==> src/rtl/input_debounce4.sv <==
// Four-channel switch debouncer: each raw level is synchronized, then must differ
// from its debounced output for STABLE_CNT consecutive edges before the output follows.
module input_debounce4 #(
  parameter int unsigned STABLE_CNT = 4
) (
  input  logic clk,
  input  logic rst_n,
  input  logic a1_raw,
  input  logic b1_raw,
  input  logic a2_raw,
  input  logic b2_raw,
  output logic a1,
  output logic b1,
  output logic a2,
  output logic b2,
  output logic changed,
  output logic settled
);

  localparam logic [7:0] CNT_LAST    = 8'(STABLE_CNT - 1);
  localparam logic [8:0] SETTLE_LAST = 9'(STABLE_CNT + 1);

  typedef enum logic {
    STABLE   = 1'b0,
    CHANGING = 1'b1
  } state_e;

  logic [3:0]      raw;
  logic [3:0]      sync0, sync1;
  logic [3:0]      out_q, out_d;
  logic [3:0][7:0] cnt_q, cnt_d;
  state_e          state_q [4];
  state_e          state_d [4];
  logic            changed_q;
  logic            settled_q;
  logic [8:0]      start_cnt_q;

  assign raw = {b2_raw, a2_raw, b1_raw, a1_raw};

  // NOTE: sequential state uses non-blocking assignments so every flop samples pre-edge values.
  always_ff @(posedge clk or negedge rst_n) begin
    if (!rst_n) begin
      sync0 <= '0;
      sync1 <= '0;
    end else begin
      sync0 <= raw;
      sync1 <= sync0;
    end
  end

  // Per-channel state register; the counter only ever holds 0..STABLE_CNT-1.
  always_ff @(posedge clk or negedge rst_n) begin
    if (!rst_n) begin
      out_q <= '0;
      cnt_q <= '0;
      for (int i = 0; i < 4; i++) state_q[i] <= STABLE;
    end else begin
      out_q <= out_d;
      cnt_q <= cnt_d;
      for (int i = 0; i < 4; i++) state_q[i] <= state_d[i];
    end
  end

  // NOTE: every always_comb output gets a default first, so no path can infer a latch.
  always_comb begin
    out_d = out_q;
    cnt_d = cnt_q;
    for (int i = 0; i < 4; i++) begin
      state_d[i] = state_q[i];
      case (state_q[i])
        STABLE: begin
          cnt_d[i] = '0;
          if (sync1[i] != out_q[i]) begin
            if (CNT_LAST == 8'd0) begin
              out_d[i] = sync1[i];
            end else begin
              cnt_d[i]   = 8'd1;
              state_d[i] = CHANGING;
            end
          end
        end
        CHANGING: begin
          if (sync1[i] == out_q[i]) begin
            // Input fell back before the count completed: reject as a glitch.
            cnt_d[i]   = '0;
            state_d[i] = STABLE;
          end else if (cnt_q[i] == CNT_LAST) begin
            out_d[i]   = sync1[i];
            cnt_d[i]   = '0;
            state_d[i] = STABLE;
          end else begin
            cnt_d[i] = cnt_q[i] + 8'd1;
          end
        end
      endcase
    end
  end

  // changed lines up with the output update, so several channels flipping together give one pulse.
  always_ff @(posedge clk or negedge rst_n) begin
    if (!rst_n) begin
      changed_q   <= 1'b0;
      settled_q   <= 1'b0;
      start_cnt_q <= '0;
    end else begin
      changed_q <= |(out_d ^ out_q);
      if (!settled_q) begin
        if (start_cnt_q == SETTLE_LAST) settled_q <= 1'b1;
        else                            start_cnt_q <= start_cnt_q + 9'd1;
      end
    end
  end

  assign {b2, a2, b1, a1} = out_q;
  assign changed          = changed_q;
  assign settled          = settled_q;

endmodule
==> config.mk <==
export PLATFORM = sky130hd
export DESIGN_NAME = input_debounce4
export DESIGN_NICKNAME = d
export VERILOG_FILES = /design/src/rtl/input_debounce4.sv
export SDC_FILE = /design/constraint.sdc
export NUM_CORES = 1
export LEC_CHECK = 0
export ABC_AREA = 1
export CORE_ASPECT_RATIO = 0.9
export CORE_UTILIZATION = 45
export CTS_BUF_LIST = sky130_fd_sc_hd__clkbuf_8
export DETAILED_ROUTE_END_ITERATION = 7
export GPL_ROUTABILITY_DRIVEN = 0
export PLACE_DENSITY = 0.68
export SLEW_MARGIN = 20
export SYNTH_ARGS = -nofsm -noshare
export SYNTH_HDL_FRONTEND = slang
export SYNTH_SLANG_ARGS = --single-unit
==> constraint.sdc <==
create_clock -name clk -period 1.95 [get_ports clk]
set_input_delay 0.195 -clock clk [delete_from_list [all_inputs] [get_ports clk]]
set_output_delay 0.195 -clock clk [all_outputs]
set_load 0.01 [all_outputs]
---- Word-level counts from Yosys, hierarchy flattened ----
Cells that the tools add are included.
storage, ports and cells
  input bits .............................. 6
  memories ................................ 0
  register bits ........................... 59
  ROM bits ................................ 0
  bits in writable memories ............... 0
  word-level logic and storage cells ...... 87
  latch bits .............................. 0
cells by class
  shift operators ......................... 0
  $lt $le $gt $ge ......................... 0
  equality and inequality tests ........... 13
  bitwise logic cells ..................... 7
  muxes and demuxes ....................... 46
  divide/modulo/power cells ............... 0
  reduce and logical (&&, ||, !) cells .... 2
  multipliers ............................. 0
  $add $sub $neg .......................... 5
operators with widths
  cell                                                              number
  8-bit 2-to-1 mux                                                  8
  8-bit one-hot mux with 2 select lines                             4
  8-bit by 1-bit adder with 8-bit output (second input constant)    4
  8-bit by 2-bit == test with 1-bit output (second input constant)  4
  1-bit 2-to-1 mux                                                  30
  9-bit by 1-bit adder with 9-bit output (second input constant)    1
  9-bit by 3-bit == test with 1-bit output (second input constant)  1
  1-bit one-hot mux with 2 select lines                             4
  1-bit inverter                                                    6
  1-bit == test                                                     4
  1-bit inequality test                                             4
  4-bit OR reduction                                                1
  4-bit XOR                                                         1
  2-bit AND reduction                                               1

---- Depth between registers and ports, before layout ----
  word-level depth ........................ 6
  gate-level depth with buffers ........... 9

---- Worst setup path after synthesis ----
OpenSTA, ideal clock, no wires.
  path type ............................... register to register
  start ................................... register start_cnt_q[0]
  end ..................................... register start_cnt_q[6]
  path slack .............................. 0.751 ns
  arrival time ............................ 1.134 ns
  cell stages (with the launch flop) ...... 9
  path buffers ............................ 0
  cells stage by stage .................... dfrtp_1 ha_1 nand2_1 clkinv_1 nand2_2 nor2_1 nor2_2 o21ai_1 nand2_1
between the ends
  longest elaborated chain between the ends .. 3
  elaborated cells between the ends (all ways) .. 4
  classes of those cells .................. add/sub: 1; eq/ne: 1; bitwise: 1; reduce/logical: 1
RTL lines
  item                                                                            RTL line  RTL
  start: declaration                                                              36        logic [8:0] start_cnt_q;
  start signal: assignment                                                        109       else start_cnt_q <= start_cnt_q + 9'd1;
  branches (longest 3 deep; another with 9-bit by 1-bit adder with 9-bit output)  -
Parallel ways; which one is timed is not known.
A chain may end at the register's enable or synchronous reset.

---- Worst setup path after layout ----
  start ................................... register out_q[0]
  end ..................................... output a1
RTL lines
  item                      RTL line  RTL
  start: declaration        30        logic [3:0] out_q, out_d;
  start signal: assignment  58        out_q <= out_d;
  end: declaration          12        output logic a1,
No word-level cell between the ends.

==> reports/results.txt <==
CTS sink cnt: 59
Syn nets: 346
Startpoint Class: register
Slew Viols, Final: 0
Total congestion overflow: 0
Final Critical Period: 1.54 ns
Leak pwr: 1.58 nW
Vias in the first global route: 2,010
Routed Antenna Nets: 0
Syn Area/Cell: 8.38 µm²
Tcrit/Tclk final: 0.789
Layout cell share with drive strength beyond 1: 0.0889
HPWL after DPL: 3170 µm
Relative max-transition margin: 0.778
Most common cell after layout, fill and taps aside: nand2_1
Req. time, crit path: 1.75 ns
Cells after Synth: 334
Slowest cell on the critical path: clkdlybuf4s50_1
Pwr Total: 3.42 mW
Worst Clk Skew: 0.00823 ns
Ranking of synthesized cells by area: dfrtp_1 53%, nand2_1 12%, nor2_1 7.0%, inv_1 4.8%, nand3_1 2.9%
# diodes: 0
Fmax: 0.650 GHz
Root Driver: clkbuf_8
Post-CTS Setup Inserts: 0
RSZ-0062 raised after global routing: no
Worst Path Arrival: 1.34 ns
CP delay by family, top: buffers and inverters
Path type of the worst setup path: register to output port
Die Area: 6540 µm²
Slew of the pin with the lowest slew margin: 0.332 ns
Die extent in x: 85.2 µm
Fin Hold WS: 0.300 ns
Commonest cells after routing, fill and taps aside: 92 x nand2_1, 59 x dfrtp_1, 52 x nor2_1
GRT Overall Usage: 0.169
Initial antenna violation count: 0
Final Worst Setup Slack: 0.412 ns
Post-Route WL: 4540 µm
Residual DRC: 0
Yosys top cell area share: 0.527
Worst Setup End Kind: output port
Worst-path cell chain: clkdlybuf4s50_1
Fillers: 520
Crit-path max FO: 4
Vias: 2,052
Global-route wire length before repair: 8420 µm
DR vias/cell: 4.77
H-tree Lvls: 3
YS warnings: 0
IR Drop Worst-Case VDD: 0.000638 V
DR iter-0 viols: 101
Post-synth top area cell: dfrtp_1
Wire per inst: 10.6 µm
Worst Setup Slack post-DPL: 0.575 ns
Yosys cell types: 23
Initial Utilization: 0.481
Io pins: 12
Die height: 76.8 µm
Setup_tns: 0 ns
Final net count: 367
Clock buffer depth: 2
Core area: 5820 µm²
Max-Cap Viols: 0
Clk_lat worst skew: 0.33 ns
Pwr dens: 1070 nW/µm²
Worst-path clk slew: 0.07 ns
Final Hold Viols: 0
Flops & latches, synth: 59
Seq/Total Area, Yosys: 0.527
Setup violators final: 0
CTS tree: yes
Netlist Area Pre-Place: 2800 µm²
TritonCTS buffer count: 9
CP peak stage delay: 0.57 ns
Drt first pass iters: 4
Largest net degree at the start of global routing: 60
Worst min path class: input pin to register
Buf/Inv on CP: 1
Site row count: 26
P&R area growth vs syn: 14.4%
PortBufs: 11
Status: complete, no violations
-- synth_stat cells (all sizes together) --
| master | count |
|---|---|
| ha | 6 |
| dfrtp | 59 |
| nand3b | 2 |
| o21bai | 2 |
| o21ai | 9 |
| clkinv | 1 |
| a21oi | 8 |
| nand4 | 7 |
| nand3 | 16 |
| nand2 | 95 |
| xnor2 | 7 |
| inv | 36 |
| xor2 | 9 |
| a31oi | 4 |
| nor2 | 63 |
| buf | 3 |
| nor3 | 7 |
-- through the flow --
stage	cells	utilization	cell area, µm²
final	430	0.550	3200
after global routing	430	0.550	3200
after CTS	430	0.550	3200
after detailed placement	413	0.513	2990
after global placement	413	0.513	2990
after floorplan	334	-	2800
-- path summary, 6_finish.rpt --
path | startpoint | endpoint | slack [ns] | depth (start not counted)
worst max-delay path | out_q[0] | a1 | 0.41 | 1
worst min-delay path | b1_raw | sync0[1] | 0.30 | 1
worst max register to register | cnt_q[8] | cnt_q[8] | 0.57 | 6
worst min register to register | sync0[2] | sync1[2] | 0.35 | 0
max in group asynchronous | rst_n | cnt_q[10] | 1.29 | 3
min in group asynchronous | rst_n | cnt_q[12] | 0.37 | 3
-- flip-flops by register name, indices dropped and copies added (netlist names) --
name         flops
state_q          4
changed          1
start_cnt_q      9
cnt_q           32
settled          1
sync1            4
sync0            4
out_q            4
-- what timing repair did --
| item | 4_1_cts | 5_1_grt |
|---|---|---|
| endpoints found under the hold margin | 59 | 0 |
| gates resized for setup | 0 | 0 |
| hold buffers | 1 | 0 |
-- metal layers --
metal	wire, µm	GRT usage	vias to the layer above	share of wire
li1	-	-	1086	-
met1	2270	0.213	933	0.50
met2	2070	0.255	31	0.45
met3	179	0.0732	2	0.039
met4	31	0.0695	0	0.0068
met5	0	0	-	0
-- area by class of cell --
class | instances | area (µm²) | area share
well taps | 70 | 87.6 | 0.0273
repair buffers | 13 | 135 | 0.0422
flip-flops and latches | 59 | 1480 | 0.461
inverters | 37 | 139 | 0.0433
clock buffers | 9 | 124 | 0.0387
clock inverters | 7 | 85.1 | 0.0266
multi-input cells | 235 | 1160 | 0.361
-- where the power goes --
group | switching, mW | internal (mW)
clock network | 0.451 | 0.705
registers | 0.139 | 1.40
logic | 0.427 | 0.292
-- kinds of logic (layout without fill, tap and decap cells) --
group,Yosys count,after routing,share of synthesized area
buffers and inverters,40,66,0.0594
xor gates and xnor gates,16,16,0.0500
adders and majority gates,6,6,0.0268
AOI/OAI and AO/OA,23,23,0.0500
DFF,59,59,0.527
and+or+nand+nor,190,190,0.286
Power figures use the tool's default switching activity.
